--- src/rtl/rtc_bus_cycle.sv ---
// rtc_bus_cycle: Intel-style multiplexed address/data bus-cycle generator for an
// external real-time-clock chip. Each accepted start runs one complete transaction
// (address phase, then a write or read data phase) and ends with a one-cycle done.
//
// Optional feature macro: RTC_BUS_GAP_EN
//   defined   -> a GAP state of T_GAP idle cycles follows DONE (chip recovery time)
//   undefined -> DONE returns straight to IDLE
//
// Parameters:
//   T_PH   clock cycles per bus phase (>= 2)
//   T_GAP  idle cycles after each transaction (>= 1, gap build only)
//
// Ports:
//   clk, rst            clock, asynchronous active-high reset
//   start_i             request a transaction (sampled only in IDLE)
//   rw_i                1 = read, 0 = write (sampled with start_i)
//   addr_i, wdata_i     register address and write byte (sampled with start_i)
//   busy_o              transaction in progress
//   done_o              one-cycle completion pulse
//   rdata_o             last byte read, held until the next read completes
//   cs_n_o, rd_n_o, wr_n_o, a_d_n_o  active-low chip strobes (a_d_n_o = 0: address)
//   ad_out_o, ad_oe_o   bus drive value and its tristate enable
//   ad_in_i             bus value from the pad
module rtc_bus_cycle #(
    parameter int unsigned T_PH  = 10,
    parameter int unsigned T_GAP = 4
) (
    input  logic       clk,
    input  logic       rst,
    input  logic       start_i,
    input  logic       rw_i,
    input  logic [7:0] addr_i,
    input  logic [7:0] wdata_i,
    output logic       busy_o,
    output logic       done_o,
    output logic [7:0] rdata_o,
    output logic       cs_n_o,
    output logic       rd_n_o,
    output logic       wr_n_o,
    output logic       a_d_n_o,
    output logic [7:0] ad_out_o,
    output logic       ad_oe_o,
    input  logic [7:0] ad_in_i
);

    // One counter serves every timed state; sized for the longer of the two loads.
    localparam int unsigned CntMax = (T_PH > T_GAP) ? T_PH : T_GAP;
    localparam int unsigned CntW   = (CntMax > 2) ? $clog2(CntMax) : 1;
    localparam logic [CntW-1:0] PhLoad = CntW'(T_PH - 1);
`ifdef RTC_BUS_GAP_EN
    localparam logic [CntW-1:0] GapLoad = CntW'(T_GAP - 1);
`endif

`ifdef RTC_BUS_GAP_EN
    typedef enum logic [2:0] {
        StIdle, StAAct, StARel, StDAct, StDRel, StDone, StGap
    } state_e;
`else
    typedef enum logic [2:0] {
        StIdle, StAAct, StARel, StDAct, StDRel, StDone
    } state_e;
`endif

    state_e          state_q, state_d;
    logic [CntW-1:0] cnt_q, cnt_d;
    logic            rw_q, rw_d;
    logic [7:0]      addr_q, addr_d;
    logic [7:0]      wdata_q, wdata_d;
    logic [7:0]      rdata_q, rdata_d;

    logic            busy_q, busy_d;
    logic            done_q, done_d;
    logic            cs_n_q, cs_n_d;
    logic            rd_n_q, rd_n_d;
    logic            wr_n_q, wr_n_d;
    logic            a_d_n_q, a_d_n_d;
    logic [7:0]      ad_out_q, ad_out_d;
    logic            ad_oe_q, ad_oe_d;

    logic            ph_end;

    assign ph_end = (cnt_q == '0);

    // Next-state, phase counter and latched transaction fields.
    always_comb begin
        state_d = state_q;
        cnt_d   = cnt_q;
        rw_d    = rw_q;
        addr_d  = addr_q;
        wdata_d = wdata_q;
        rdata_d = rdata_q;
        unique case (state_q)
            StIdle: begin
                if (start_i) begin
                    state_d = StAAct;
                    cnt_d   = PhLoad;
                    rw_d    = rw_i;
                    addr_d  = addr_i;
                    wdata_d = wdata_i;
                end
            end
            StAAct, StARel, StDAct, StDRel: begin
                if (ph_end) begin
                    cnt_d = PhLoad;
                    unique case (state_q)
                        StAAct:  state_d = StARel;
                        StARel:  state_d = StDAct;
                        StDAct:  state_d = StDRel;
                        default: state_d = StDone;
                    endcase
                end else begin
                    cnt_d = cnt_q - 1'b1;
                end
                // Capture on the last D_ACT cycle, while rd_n is still low.
                if (state_q == StDAct && ph_end && rw_q) begin
                    rdata_d = ad_in_i;
                end
            end
            StDone: begin
`ifdef RTC_BUS_GAP_EN
                state_d = StGap;
                cnt_d   = GapLoad;
`else
                state_d = StIdle;
`endif
            end
`ifdef RTC_BUS_GAP_EN
            StGap: begin
                if (ph_end) begin
                    state_d = StIdle;
                end else begin
                    cnt_d = cnt_q - 1'b1;
                end
            end
`endif
            default: state_d = StIdle;
        endcase
    end

    // Bus outputs are decoded from the state being entered, then registered, so
    // every strobe comes straight from a flop.
    always_comb begin
        busy_d   = (state_d != StIdle);
        done_d   = 1'b0;
        cs_n_d   = 1'b1;
        rd_n_d   = 1'b1;
        wr_n_d   = 1'b1;
        a_d_n_d  = 1'b1;
        ad_out_d = 8'h00;
        ad_oe_d  = 1'b0;
        unique case (state_d)
            StAAct: begin
                cs_n_d   = 1'b0;
                a_d_n_d  = 1'b0;
                wr_n_d   = 1'b0;
                ad_oe_d  = 1'b1;
                ad_out_d = addr_d;
            end
            StARel: begin
                // Address hold time after the strobes rise.
                ad_oe_d  = 1'b1;
                ad_out_d = addr_d;
            end
            StDAct: begin
                cs_n_d = 1'b0;
                if (rw_d) begin
                    rd_n_d = 1'b0;
                end else begin
                    wr_n_d   = 1'b0;
                    ad_oe_d  = 1'b1;
                    ad_out_d = wdata_d;
                end
            end
            StDRel: begin
                if (!rw_d) begin
                    ad_oe_d  = 1'b1;
                    ad_out_d = wdata_d;
                end
            end
            StDone: begin
                done_d = 1'b1;
            end
            default: ;
        endcase
    end

    always_ff @(posedge clk or posedge rst) begin
        if (rst) begin
            state_q  <= StIdle;
            cnt_q    <= '0;
            rw_q     <= 1'b0;
            addr_q   <= 8'h00;
            wdata_q  <= 8'h00;
            rdata_q  <= 8'h00;
            busy_q   <= 1'b0;
            done_q   <= 1'b0;
            cs_n_q   <= 1'b1;
            rd_n_q   <= 1'b1;
            wr_n_q   <= 1'b1;
            a_d_n_q  <= 1'b1;
            ad_out_q <= 8'h00;
            ad_oe_q  <= 1'b0;
        end else begin
            state_q  <= state_d;
            cnt_q    <= cnt_d;
            rw_q     <= rw_d;
            addr_q   <= addr_d;
            wdata_q  <= wdata_d;
            rdata_q  <= rdata_d;
            busy_q   <= busy_d;
            done_q   <= done_d;
            cs_n_q   <= cs_n_d;
            rd_n_q   <= rd_n_d;
            wr_n_q   <= wr_n_d;
            a_d_n_q  <= a_d_n_d;
            ad_out_q <= ad_out_d;
            ad_oe_q  <= ad_oe_d;
        end
    end

    assign busy_o   = busy_q;
    assign done_o   = done_q;
    assign rdata_o  = rdata_q;
    assign cs_n_o   = cs_n_q;
    assign rd_n_o   = rd_n_q;
    assign wr_n_o   = wr_n_q;
    assign a_d_n_o  = a_d_n_q;
    assign ad_out_o = ad_out_q;
    assign ad_oe_o  = ad_oe_q;

endmodule

--- config.mk ---
export PLATFORM = sky130hd
export DESIGN_NAME = rtc_bus_cycle
export DESIGN_NICKNAME = d
export VERILOG_FILES = /design/src/rtl/rtc_bus_cycle.sv
export SDC_FILE = /design/constraint.sdc
export NUM_CORES = 1
export LEC_CHECK = 0
export CORE_MARGIN = 4
export CORE_UTILIZATION = 40
export CTS_CLUSTER_SIZE = 30
export DETAILED_ROUTE_END_ITERATION = 12
export HOLD_SLACK_MARGIN = 0.15
export PLACE_DENSITY = 0.66
export SLEW_MARGIN = 15
export SYNTH_ARGS = -nofsm -noshare
export SYNTH_HDL_FRONTEND = slang
export SYNTH_SLANG_ARGS = --single-unit
--- constraint.sdc ---
create_clock -name clk -period 1.85 [get_ports clk]
set_clock_uncertainty 0.05 [all_clocks]
set_input_delay 0.37 -clock clk [delete_from_list [all_inputs] [get_ports clk]]
set_output_delay 0.37 -clock clk [all_outputs]
set_load 0.01 [all_outputs]
==> flow_summary.ini, run 1 <==
[outcome]
status = completed

[sta]
final-max-slew-violation-count = 0
min_period_ns = 1.78
max_freq_mhz = 561
hold_violations = 0
setup_violations = 0
fin_crit_sh = 0.963
worst_pin_slew_ns = 0.694
hold_ws_ns = 0.327
slew_headroom = 0.535

[synthesis]
syn-instance-count = 158
synth_edf_count = 0
ys_types = 40
ys_seq_elements = 47
yosysTopAreaCell = dfrtp_1
synthFlopType = dfrtp_1
synth.net_count = 187
yosys_warnings = 0
synth_area_per_cell_um2 = 12.5
synthDominantCellAreaShare = 0.546
yosys-top-cells-area = dfrtp_1 (55%), mux2_2 (10%), dfstp_2 (5.3%)
async_flop_share = 1.00
ys_seq_area_frac = 0.600
syn_area_um2 = 1970

[drt]
route.met2.wl_um = 2220
first_pass_iters = 4
drt_iter0_drc = 62
top_layer_used = met4
met3_length_um = 213
vias = 1460
ant_nets = 0
drt-wirelength-per-cell_um = 15.0
drc = 0
wirelength_um = 4410
m1WireLength_um = 1930
vias_per_cell = 4.97

[power_and_ir_drop]
p_int_w = 0.00321
seqPwrFrac = 0.383
p_sw_frac = 0.317
powerDensity_nw_per_um2 = 1630
power_w = 0.00470
p_switching_w = 0.00149
pwr-share-clk = 0.186
cellLeakagePower_nw = 1.23
combPwrFrac = 0.430
ir_worst_vdd_mv = 0.860

[cells_and_area]
postLayoutCellArea_um2 = 2880
nets = 255
drive_gt1_frac = 0.273
area_delta_synth_final_pct = 46.2
diodes = 0
fill_cells = 372

[cts]
numCtsBuffers = 5
cts_tree = yes
clk-insertion-delay-late_ns = 0.30
htreeDepth = 2
clockBufferDepth = 2
cts_sinks = 47
cts_root_buf = clkbuf_8
cts.clk_slew.worst_paths_ns = 0.08

[grt]
grt_usage = 0.150
grt_max_degree = 32
grt_pass1_vias = 1493
antenna_found_initial = 0
grt-ovfl-total = 0
grt_pass1_wl_um = 7310

[die]
core_um2 = 4750
rows = 25
initial_core_util = 0.414
die_area_um2 = 6110
die-height_um = 78.2
pin_count = 51
die_width_um = 78.2

[worst_setup_path]
start_kind = primary input
slowest_delay_ns = 0.49
endpoint_kind = flip-flop
critPathTopFamily = buffers and inverters
crit_type = primary input to flip-flop
critPathMaxFanout = 9
arrival_ns = 1.91
path_buf_inv = 3
required_ns = 1.98
path_cells = clkdlybuf4s50_1, nor4b_4, buf_4, buf_12, mux2_2, o211ai_1, nand2_1
critPathSlowestCell = clkdlybuf4s50_1

[worst_hold_path]
worstHoldPathType = primary input to async pin

[place]
port_buffers = 50
hpwl_um = 3200
placed_area_um2 = 2660
gp_congestion = 0.789

[flow_run]
maxCapViolCount = 0
cells in the mapped netlist, types with 3 or more instances:
library cell  instances
buf_2                 3
dfrtp_1              43
dfstp_2               4
inv_1                 4
mux2_1                6
mux2_2               18
nand2_1              12
nand3_1              12
nor2_1                8
o211ai_1              9
o21ai_0               6
sequential cells by signal, summed over array words and instances, names as in the netlist, 3 cells and up:
name / cells
ad_out_o: 8
addr_q: 8
cnt_q: 4
rdata_o: 8
state_q: 3
wdata_q: 8
layout make-up:
class	count	area, µm²	area share
multi-input cells	100	779	0.271
flip-flops and latches	47	1180	0.412
clock inverters	3	67.6	0.0235
inverters	5	20.0	0.00695
clock buffers	5	68.8	0.0239
well taps	67	83.8	0.0291
repair buffers	67	674	0.234
power groups by stage:
| stage | combinational (W) | sequential [W] | clock [W] |
|---|---|---|---|
| 2_1_floorplan | 0.00102 | 0.00184 | 0 |
| 3_3_place_gp | 0.00186 | 0.00178 | 0 |
| 3_5_place_dp | 0.00193 | 0.00181 | 0 |
| 4_1_cts | 0.00193 | 0.00179 | 0.000904 |
| 5_1_grt | 0.00221 | 0.00187 | 0.000930 |
| 6_report | 0.00202 | 0.00180 | 0.000876 |
cells in the final DEF (no fill, tap or decap), types with 2 or more instances in the layout:
cell type,Yosys,final
buf_12,0,2
buf_4,1,13
bufinv_16,0,2
clkbuf_8,0,5
clkdlybuf4s50_1,0,50
dfrtp_1,43,40
dfrtp_2,0,3
dfstp_2,4,4
inv_1,4,3
mux2_1,6,6
mux2_2,18,16
mux2_4,0,2
mux2i_1,2,2
nand2_1,12,12
nand3_1,12,11
nor2_1,8,8
nor3_1,2,2
o211ai_1,9,9
o21ai_0,6,6
routing by layer:
| metal | track usage | up-vias |
|---|---|---|
| li1 | - | 700 |
| met1 | 0.193 | 720 |
| met3 | 0.0401 | 7 |
| met4 | 0.0367 | 0 |
| met2 | 0.253 | 33 |
| met5 | 0 | - |
timing repair:
| action | 4_1_cts | 5_1_grt |
|---|---|---|
| hold buffers | 0 | 0 |
| setup endpoints to repair | 0 | 21 |
| setup buffers | 0 | 4 |
| gates resized for setup | 0 | 10 |
| hold endpoints to repair | 0 | 0 |
path summary, 6_finish.rpt:
kind                               end  slack, ns  depth (start not counted)  startpoint
max                        ad_out_o[5]       0.07                          7     start_i
min                         rdata_o[3]       0.33                          2         rst
max reg2reg                ad_out_o[5]       0.08                          6  state_q[1]
min reg2reg                  addr_q[3]       0.45                          1   addr_q[3]
max in group asynchronous    addr_q[1]       0.94                          3         rst
min in group clk             addr_q[3]       0.45                          1   addr_q[3]
metrics by stage:
| step | setup TNS, ns | utilization | worst slack, ns | instances |
|---|---|---|---|---|
| after floorplan | -0.00258 | - | -0.00258 | 158 |
| after global placement | -1.67 | 0.559 | -0.177 | 281 |
| after detailed placement | -2.59 | 0.559 | -0.216 | 281 |
| after CTS | 0 | 0.587 | 0.00439 | 289 |
| after global routing | -0.0423 | 0.606 | -0.0139 | 294 |
| final | 0 | 0.606 | 0.0690 | 294 |
kinds of logic (layout without fill, tap and decap cells):
logic type                 after synthesis  after routing  synth area share
xor gates and xnor gates                 2              2           0.00890
adders and majority gates                1              1           0.00635
and+or+nand+nor                         45             45             0.121
muxes                                   27             27             0.154
buffers and inverters                   11             80            0.0254
DFF                                     47             47             0.600
AOI/OAI and AO/OA                       25             25            0.0845
Power figures use the tool's default switching activity.
==> inputs of run 2 (changes only) <==
Settings changed: ABC_AREA set to 1.
==> flow_summary.ini, run 2 <==
[die]
rows = 25
initial_core_util = 0.423
die-height_um = 79.4
die_width_um = 79.4
die_area_um2 = 6310
pin_count = 51
core_um2 = 4820

[grt]
grt_usage = 0.134
antenna_found_initial = 0
grt-ovfl-total = 0
grt_pass1_wl_um = 6570
grt_max_degree = 21
grt_pass1_vias = 1461

[synthesis]
async_flop_share = 1.00
synth_area_per_cell_um2 = 10.2
synth_edf_count = 0
synthFlopType = dfrtp_1
syn-instance-count = 199
ys_types = 32
synth.net_count = 228
syn_area_um2 = 2040
yosys-top-cells-count = nand2_1 (60), dfrtp_1 (43), inv_1 (15)
yosys-top-cells-area = dfrtp_1 (53%), nand2_1 (11%), dfstp_2 (5.2%)
yosysMostFrequentCell = nand2_1
ys_seq_elements = 47
ys_seq_area_frac = 0.579
synthDominantCellAreaShare = 0.528
yosys_warnings = 0
yosysTopAreaCell = dfrtp_1

[sta]
min_period_ns = 1.77
max_freq_mhz = 565
worst_pin_slew_ns = 0.440
rsz0062_at_grt = false
hold_violations = 0
setup_violations = 0
final-max-slew-violation-count = 0
finalSetupTns_ns = 0
slew_headroom = 0.706
fin_crit_sh = 0.957

[drt]
drt_iter0_drc = 78
drt-wirelength-per-cell_um = 11.4
vias_per_cell = 4.48
vias = 1478
ant_nets = 0
wirelength_um = 3780
first_pass_iters = 4
drc = 0

[place]
hpwl_um = 2880
placed_area_um2 = 2670
port_buffers = 50
gp_congestion = 0.743

[power_and_ir_drop]
seqPwrFrac = 0.401
p_sw_frac = 0.366
ir_worst_vdd_mv = 0.644
p_switching_w = 0.00143
pwr-share-clk = 0.148
p_int_w = 0.00247
cellLeakagePower_nw = 1.29
powerDensity_nw_per_um2 = 1410
combPwrFrac = 0.452

[cts]
cts_resized = 0
holdBufCountCts = 0
cts_sinks = 47
cts.clk_slew.worst_paths_ns = 0.08
clockBufferDepth = 2
postCtsSetupBuffers = 0
cts_root_buf = clkbuf_8
cts_tree = yes
htreeDepth = 2
clk-insertion-delay-late_ns = 0.29
numCtsBuffers = 5

[worst_setup_path]
path_cells = clkdlybuf4s50_1
crit_type = flip-flop to primary output
critPathSlowestCell = clkdlybuf4s50_1
start_kind = flip-flop
required_ns = 1.43
arrival_ns = 1.35
endpoint_kind = primary output
path_buf_inv = 1
critPathTopFamily = buffers and inverters
slowest_delay_ns = 0.54
critPathMaxFanout = 1

[cells_and_area]
layout_common_cells = nand2_1 (60), clkdlybuf4s50_1 (50), dfrtp_1 (43), inv_1 (14), nor2_1 (11)
final_common_cell = nand2_1
diodes = 0
postLayoutCellArea_um2 = 2760
drive_gt1_frac = 0.232
area_delta_synth_final_pct = 35.1
final_util = 0.572
nets = 291

[worst_hold_path]
worstHoldPathType = primary input to async pin

[flow_run]
maxCapViolCount = 0

[outcome]
status = completed
[run 2: cell count changes after synthesis, moves of 5 or more]
cell,before,now
mux2_2,18,8
nand2_1,12,60
inv_2,0,5
o211ai_1,9,0
inv_1,4,15
or2_2,1,7
nand2_2,0,5
mux2_1,6,0
nand3_1,12,5
[run 2: worst register-to-register path: cells and delay by family (launching register included)]
family | cells | cell delay, ns
adder cells (fa/ha/maj) | 1 | 0.25
buffers and inverters | 2 | 0.14
flip-flops | 1 | 0.39
AND/OR/NAND/NOR | 9 | 0.74
[run 2: area by class of cell]
class,count,area (µm²)
multi-input cells,127,739
repair buffers,58,573
clock inverters,1,5.00
inverters,23,96.3
clock buffers,7,76.3
fillers,447,2060
flip-flops and latches,47,1180
well taps,67,83.8
[run 2: cells by family (layout without fill, tap and decap cells)]
| family | Yosys count | in the layout | share of synthesized area |
|---|---|---|---|
| mux | 8 | 8 | 0.0442 |
| simple gates | 101 | 101 | 0.255 |
| compound gates | 15 | 15 | 0.0491 |
| fa+ha+maj | 1 | 1 | 0.00613 |
| buf+inv | 25 | 89 | 0.0583 |
| xor+xnor | 2 | 2 | 0.00859 |
| flops | 47 | 47 | 0.579 |
[run 2: per-layer routing]
layer / routed length [µm] / share of wire / vias to the layer above / track usage
li1: - / - / 746 / -
met1: 1700 / 0.45 / 684 / 0.172
met2: 1790 / 0.47 / 42 / 0.215
met3: 235 / 0.062 / 6 / 0.0406
met4: 50 / 0.013 / 0 / 0.0481
met5: 0 / 0 / - / 0
[run 2: worst paths after layout]
path	from	to	slack [ns]	cells after the start
max reg2reg	cnt_q[0]	ad_out_o[6]	0.22	12
max	a_d_n_o	a_d_n_o	0.08	1
max in group asynchronous	rst	rw_q	0.90	3
min reg2reg	addr_q[0]	addr_q[0]	0.42	2
min	rst	cnt_q[0]	0.36	2
min in group clk	addr_q[0]	addr_q[0]	0.42	2
[run 2: per-stage QoR]
stage	cells	power, W	hold slack (ns)	setup WS, ns
floorplan	199	0.00278	0.388	0.321
global placement	322	0.00334	0.402	-0.000532
detailed placement	322	0.00337	0.407	-0.0173
CTS	330	0.00396	0.371	0.0678
global route	330	0.00424	0.385	0.0209
finish	330	0.00389	0.359	0.0800
[run 2: power by group through the flow]
stage | Combinational (W) | Sequential (W) | Clock (W)
after floorplan | 0.00116 | 0.00162 | 0
after global placement | 0.00176 | 0.00158 | 0
after detailed placement | 0.00179 | 0.00158 | 0
after CTS | 0.00179 | 0.00156 | 0.000604
after global routing | 0.00200 | 0.00160 | 0.000642
final | 0.00176 | 0.00156 | 0.000576
